$ cat src/rtl/alu_seq_pkg.sv
// Shared types for the ALU instruction sequencer: FSM states, ALU op codes
// and the op legality check applied when an instruction is accepted.
package alu_seq_pkg;

    typedef enum logic [1:0] {
        ST_IDLE = 2'd0,
        ST_READ = 2'd1,
        ST_EXEC = 2'd2,
        ST_WB   = 2'd3
    } state_t;

    localparam logic [2:0] ALU_AND = 3'b000;
    localparam logic [2:0] ALU_OR  = 3'b001;
    localparam logic [2:0] ALU_ADD = 3'b010;
    localparam logic [2:0] ALU_SUB = 3'b110;
    localparam logic [2:0] ALU_SLT = 3'b111;

    function automatic logic op_legal(input logic [2:0] op);
        case (op)
            ALU_AND, ALU_OR, ALU_ADD, ALU_SUB, ALU_SLT: op_legal = 1'b1;
            default:                                    op_legal = 1'b0;
        endcase
    endfunction

endpackage

$ cat src/rtl/alu_seq.sv
// Sequences one instruction through regfile read, ALU execute and write-back.
// Latency 4 cycles accept-to-ready (2 for illegal ops); in_ready only in IDLE.
module alu_seq
    import alu_seq_pkg::*;
#(
    parameter int CNT_W = 16
) (
    input  logic             clk,
    input  logic             rst,
    input  logic             in_valid,
    output logic             in_ready,
    input  logic [2:0]       in_op,
    input  logic [4:0]       in_rs1,
    input  logic [4:0]       in_rs2,
    input  logic [4:0]       in_rd,
    input  logic             in_imm_en,
    input  logic [31:0]      in_imm,
    output logic [4:0]       A1,
    output logic [4:0]       A2,
    output logic [4:0]       A3,
    output logic [31:0]      WD3,
    output logic             WE3,
    input  logic [31:0]      RD1,
    input  logic [31:0]      RD2,
    output logic [31:0]      SrcA,
    output logic [31:0]      SrcB,
    output logic [2:0]       ALUControl,
    input  logic [31:0]      ALUResult,
    output logic             done,
    output logic             err,
    output logic [31:0]      result,
    output logic             zero,
    output logic [CNT_W-1:0] instr_count
);

    state_t             r_state;
    logic [2:0]         r_op;
    logic [4:0]         r_rs1;
    logic [4:0]         r_rs2;
    logic [4:0]         r_rd;
    logic               r_imm_en;
    logic [31:0]        r_imm;
    logic               r_in_ready;
    logic [4:0]         r_a1;
    logic [4:0]         r_a2;
    logic [4:0]         r_a3;
    logic [31:0]        r_res;
    logic               r_we3;
    logic [31:0]        r_opa;
    logic [31:0]        r_opb;
    logic [2:0]         r_alu_ctl;
    logic               r_done;
    logic               r_err;
    logic [31:0]        r_result;
    logic               r_zero;
    logic [CNT_W-1:0]   r_cnt;

    always_ff @(posedge clk) begin
        if (rst) begin
            r_state    <= ST_IDLE;
            r_op       <= '0;
            r_rs1      <= '0;
            r_rs2      <= '0;
            r_rd       <= '0;
            r_imm_en   <= 1'b0;
            r_imm      <= '0;
            r_in_ready <= 1'b1;
            r_a1       <= '0;
            r_a2       <= '0;
            r_a3       <= '0;
            r_res      <= '0;
            r_we3      <= 1'b0;
            r_opa      <= '0;
            r_opb      <= '0;
            r_alu_ctl  <= '0;
            r_done     <= 1'b0;
            r_err      <= 1'b0;
            r_result   <= '0;
            r_zero     <= 1'b1;
            r_cnt      <= '0;
        end else begin
            // Per-state outputs are pulsed: cleared each edge, set only for the next state.
            r_a1      <= '0;
            r_a2      <= '0;
            r_a3      <= '0;
            r_res     <= '0;
            r_we3     <= 1'b0;
            r_opa     <= '0;
            r_opb     <= '0;
            r_alu_ctl <= '0;
            r_done    <= 1'b0;
            r_err     <= 1'b0;
            case (r_state)
                ST_IDLE: begin
                    if (in_valid) begin
                        r_op       <= in_op;
                        r_rs1      <= in_rs1;
                        r_rs2      <= in_rs2;
                        r_rd       <= in_rd;
                        r_imm_en   <= in_imm_en;
                        r_imm      <= in_imm;
                        r_in_ready <= 1'b0;
                        if (op_legal(in_op)) begin
                            r_a1    <= in_rs1;
                            r_a2    <= in_rs2;
                            r_state <= ST_READ;
                        end else begin
                            r_done  <= 1'b1;
                            r_err   <= 1'b1;
                            r_state <= ST_WB;
                        end
                    end
                end
                ST_READ: begin
                    r_opa     <= RD1;
                    r_opb     <= r_imm_en ? r_imm : RD2;
                    r_alu_ctl <= r_op;
                    r_state   <= ST_EXEC;
                end
                ST_EXEC: begin
                    r_a3     <= r_rd;
                    r_res    <= ALUResult;
                    r_we3    <= (r_rd != 5'd0);
                    r_done   <= 1'b1;
                    r_result <= ALUResult;
                    r_zero   <= (ALUResult == 32'd0);
                    r_cnt    <= r_cnt + CNT_W'(1);
                    r_state  <= ST_WB;
                end
                ST_WB: begin
                    r_in_ready <= 1'b1;
                    r_state    <= ST_IDLE;
                end
                default: r_state <= ST_IDLE;
            endcase
        end
    end

    assign in_ready    = r_in_ready;
    assign A1          = r_a1;
    assign A2          = r_a2;
    assign A3          = r_a3;
    assign WD3         = r_res;
    assign WE3         = r_we3;
    assign SrcA        = r_opa;
    assign SrcB        = r_opb;
    assign ALUControl  = r_alu_ctl;
    assign done        = r_done;
    assign err         = r_err;
    assign result      = r_result;
    assign zero        = r_zero;
    assign instr_count = r_cnt;

endmodule

$ cat config.mk
export PLATFORM = sky130hd
export DESIGN_NAME = alu_seq
export DESIGN_NICKNAME = d
export VERILOG_FILES = /design/src/rtl/alu_seq_pkg.sv /design/src/rtl/alu_seq.sv
export SDC_FILE = /design/constraint.sdc
export NUM_CORES = 1
export LEC_CHECK = 0
export CAP_MARGIN = 20
export CORE_UTILIZATION = 41
export DETAILED_ROUTE_END_ITERATION = 16
export GPL_TIMING_DRIVEN = 0
export PLACE_DENSITY = 0.84
export SETUP_SLACK_MARGIN = 0.3
export SLEW_MARGIN = 40
export SYNTH_ARGS = -nofsm -noshare
export SYNTH_HDL_FRONTEND = slang
export SYNTH_SLANG_ARGS = --single-unit
$ cat constraint.sdc
create_clock -name clk -period 2.6 [get_ports clk]
set_clock_uncertainty 0.2 [all_clocks]
set_input_delay 0.26 -clock clk [delete_from_list [all_inputs] [get_ports clk]]
set_output_delay 0.26 -clock clk [all_outputs]
set_load 0.02 [all_outputs]
==> reports/summary.txt <==
hold buffers post-CTS: 0
Avg Vias per Cell: 4.707
non-filler cells, final: 1,260
CORE AREA: 0.01652 mm^2
Setup violations, final: 0
initial antenna violation count: 1
CTS clock-pin slew for the worst setup and hold paths: 0.06 ns
FILL cells: 1,286
pin count of the biggest net entering global routing: 15
die area: 0.01742 mm^2
most common cell in the netlist: dfxtp_1
Synthesized Nets: 841
final setup TNS: 0 ns
Post-Route WL: 20,810 um
Initial Utilization: 41.92%
WL/cell: 16.52 um
synth warn: 0
die width: 132.0 um
mux share of post-synthesis cell area: 9.879%
post-CTS setup buffers: 0
Final period util: 83.07%
Arrival @ worst endpoint: 2.34 ns
layout cells sized above 1: 5.294%
clk_lat worst skew: 0.49 ns
Remaining DRCs: 0
Std-Cell Rows: 47
CP Data Required Time: 2.78 ns
Syn Area/Cell: 10.10 um^2
Worst Tran Pin Value: 0.7384 ns
total track usage: 23.21%
die height: 132.0 um
Tmin final: 2.160 ns
clock buffer depth: 3
EDFF count, synth: 0
hpwl dp: 15,330 um
Placed Instances: 1,221
Seq/Total Area, Yosys: 60.68%
failing checks: hold timing
total count of max-transition violations in the final report: 0
hold slack: -0.01769 ns
largest cells by area after synthesis: dfxtp_1 61%, mux2i_1 9.4%, and2_1 7.6%, nand2_1 4.6%, nor2_1 4.4%
Most used DFF post-synth: dfxtp_1
vias after detailed routing: 5,931
footprint of the multi-input gates: 0.002552 mm^2
synth-to-layout area growth: 59.94%
drt pass-1 iters: 4
Max Freq: 463.0 MHz
synth cell count leaders: 210 x dfxtp_1, 85 x nand2_1, 84 x and2_1
CTS sink count: 210
worst setup path class: reg2reg
RSZ-0062 raised after global routing: yes
gpl congestion: 0.8461
post-synthesis adder-cell area fraction: 0.9030%
Min-Delay Path Depth: 2
GRT overflow: 0
cell taking the most area after synthesis: dfxtp_1
Post-CTS Resized: 0
worst-path maximum fanout: 6
Startpoint Class: flop
max_slew headroom: 50.77%
vias in the first global route: 5,919
Gate Count Post-Synth: 686
register area: 0.004204 mm^2
depth of the CTS H-tree: 1
IO Count: 317
status: finished, violations left
top cell type's share of synthesized area: 60.68%
CP endpoint kind: flop
Synth cell types: 34
Num CTS Buffers: 22
Mapped Area: 0.006928 mm^2
PwrDens: 816.2 mW/mm^2
Nets: 1,180
First DRT Iteration DRCs: 195
Final ANT Viol Nets: 0
IO buf count: 315
Fin. Hold Viols: 1
simple-gate share of the synthesized area: 20.48%
largest family of logic cells by synthesized area: simple AND/OR/NAND/NOR gates
Max IR drop VDD: 563.6 uV
Compound-Gate Fraction of Synth Area: 4.046%
leakage power: 0.004173 uW
Synth async-reset ratio: 0%
Reg2Reg Depth: 6
Post-Synth XOR/XNOR Area: 1.391%
CTS root buffer: clkbuf_16
Yosys reg bits: 210
CTS tree: done
Max-cap violations: 0
HP Class: in2reg
global-route wire length before repair: 31,580 um
==> logic make-up (layout without fill, tap and decap cells) <==
group / count (synthesis) / in the layout
adder cells (fa/ha/maj): 5 / 5
other: 0 / 1
XOR/XNOR: 11 / 11
AND/OR/NAND/NOR: 294 / 294
multiplexers: 68 / 68
flip-flops: 210 / 210
AO/OA/AOI/OAI: 54 / 54
buffers and inverters: 44 / 397
==> sequential cells by signal, indices dropped and copies added, names as in the netlist, 2 cells and up <==
register     count
r_state          2
A2               5
SrcB            32
instr_count     16
r_op             3
SrcA            32
A1               5
r_rd             5
result          32
r_imm           32
A3               5
WD3             32
ALUControl       3
==> where the power goes <==
group          switching [uW]  total [uW]  internal [uW]
Clock                    1240        3070           1820
Combinational            1160        2210           1050
Sequential                172        3770           3600
==> per-layer routing <==
| layer | global-route usage, % | vias to the layer above | part of all wire [%] |
|---|---|---|---|
| met1 | 26.14 | 2737 | 39 |
| met4 | 8.333 | 0 | 3.1 |
| met2 | 41.30 | 244 | 50 |
| li1 | - | 2908 | - |
| met5 | 0 | - | 0 |
| met3 | 7.036 | 42 | 8.2 |
==> critical path: stages (launching register included) <==
cell and delay (ns):
dfxtp_1 0.34, inv_1 0.09, ha_1 0.30, nand3_1 0.24, nor3_2 0.28, nor3b_1 0.24
mux2_2 0.35
==> cells in the final DEF, fill, tap and decap left out, types with 3 or more instances in the layout <==
cell / n
nand4_1: 4
inv_1: 5
buf_2: 13
ha_1: 5
clkdlybuf4s50_1: 315
buf_1: 6
nand2_1: 85
nor4_1: 7
mux2_2: 3
dfxtp_1: 210
clkbuf_1: 23
o21ai_0: 3
xor2_1: 5
clkinv_2: 4
mux2i_1: 65
nor3_1: 3
clkbuf_16: 23
nor2_1: 82
clkbuf_8: 4
nand3_1: 9
or4_1: 3
xnor2_1: 6
a21oi_1: 46
and2_1: 84
nand2b_1: 3
nor2b_1: 3
==> cell type report <==
cell class / count / share of cell area, %
Antenna cell: 1 / 0.02258
Buffer: 39 / 1.479
Clock buffer: 31 / 5.827
Clock inverter: 7 / 0.5872
Inverter: 5 / 0.1694
Multi-Input combinational cell: 432 / 23.04
Sequential cell: 210 / 37.94
Tap cell: 220 / 2.484
Timing Repair Buffer: 315 / 28.46
==> through the flow <==
step	power [uW]	cell area, um^2	worst slack, ns	util (%)
finish	9044	11080	0.4401	67.06
CTS	9110	11070	0.3915	67.00
floorplan	4976	6928	0.7697	-
global placement	5987	10360	0.1783	62.67
detailed placement	6035	10360	0.3269	62.70
global route	9423	11080	0.2808	67.06
==> path summary, 6_finish.rpt <==
| kind | from | end | slack, ns |
|---|---|---|---|
| max | r_state[0] | instr_count[15] | 0.44 |
| min | rst | err | -0.02 |
| max reg2reg | r_state[0] | instr_count[15] | 0.44 |
| min reg2reg | r_op[2] | ALUControl[2] | 0.25 |
Power figures use the tool's default switching activity.
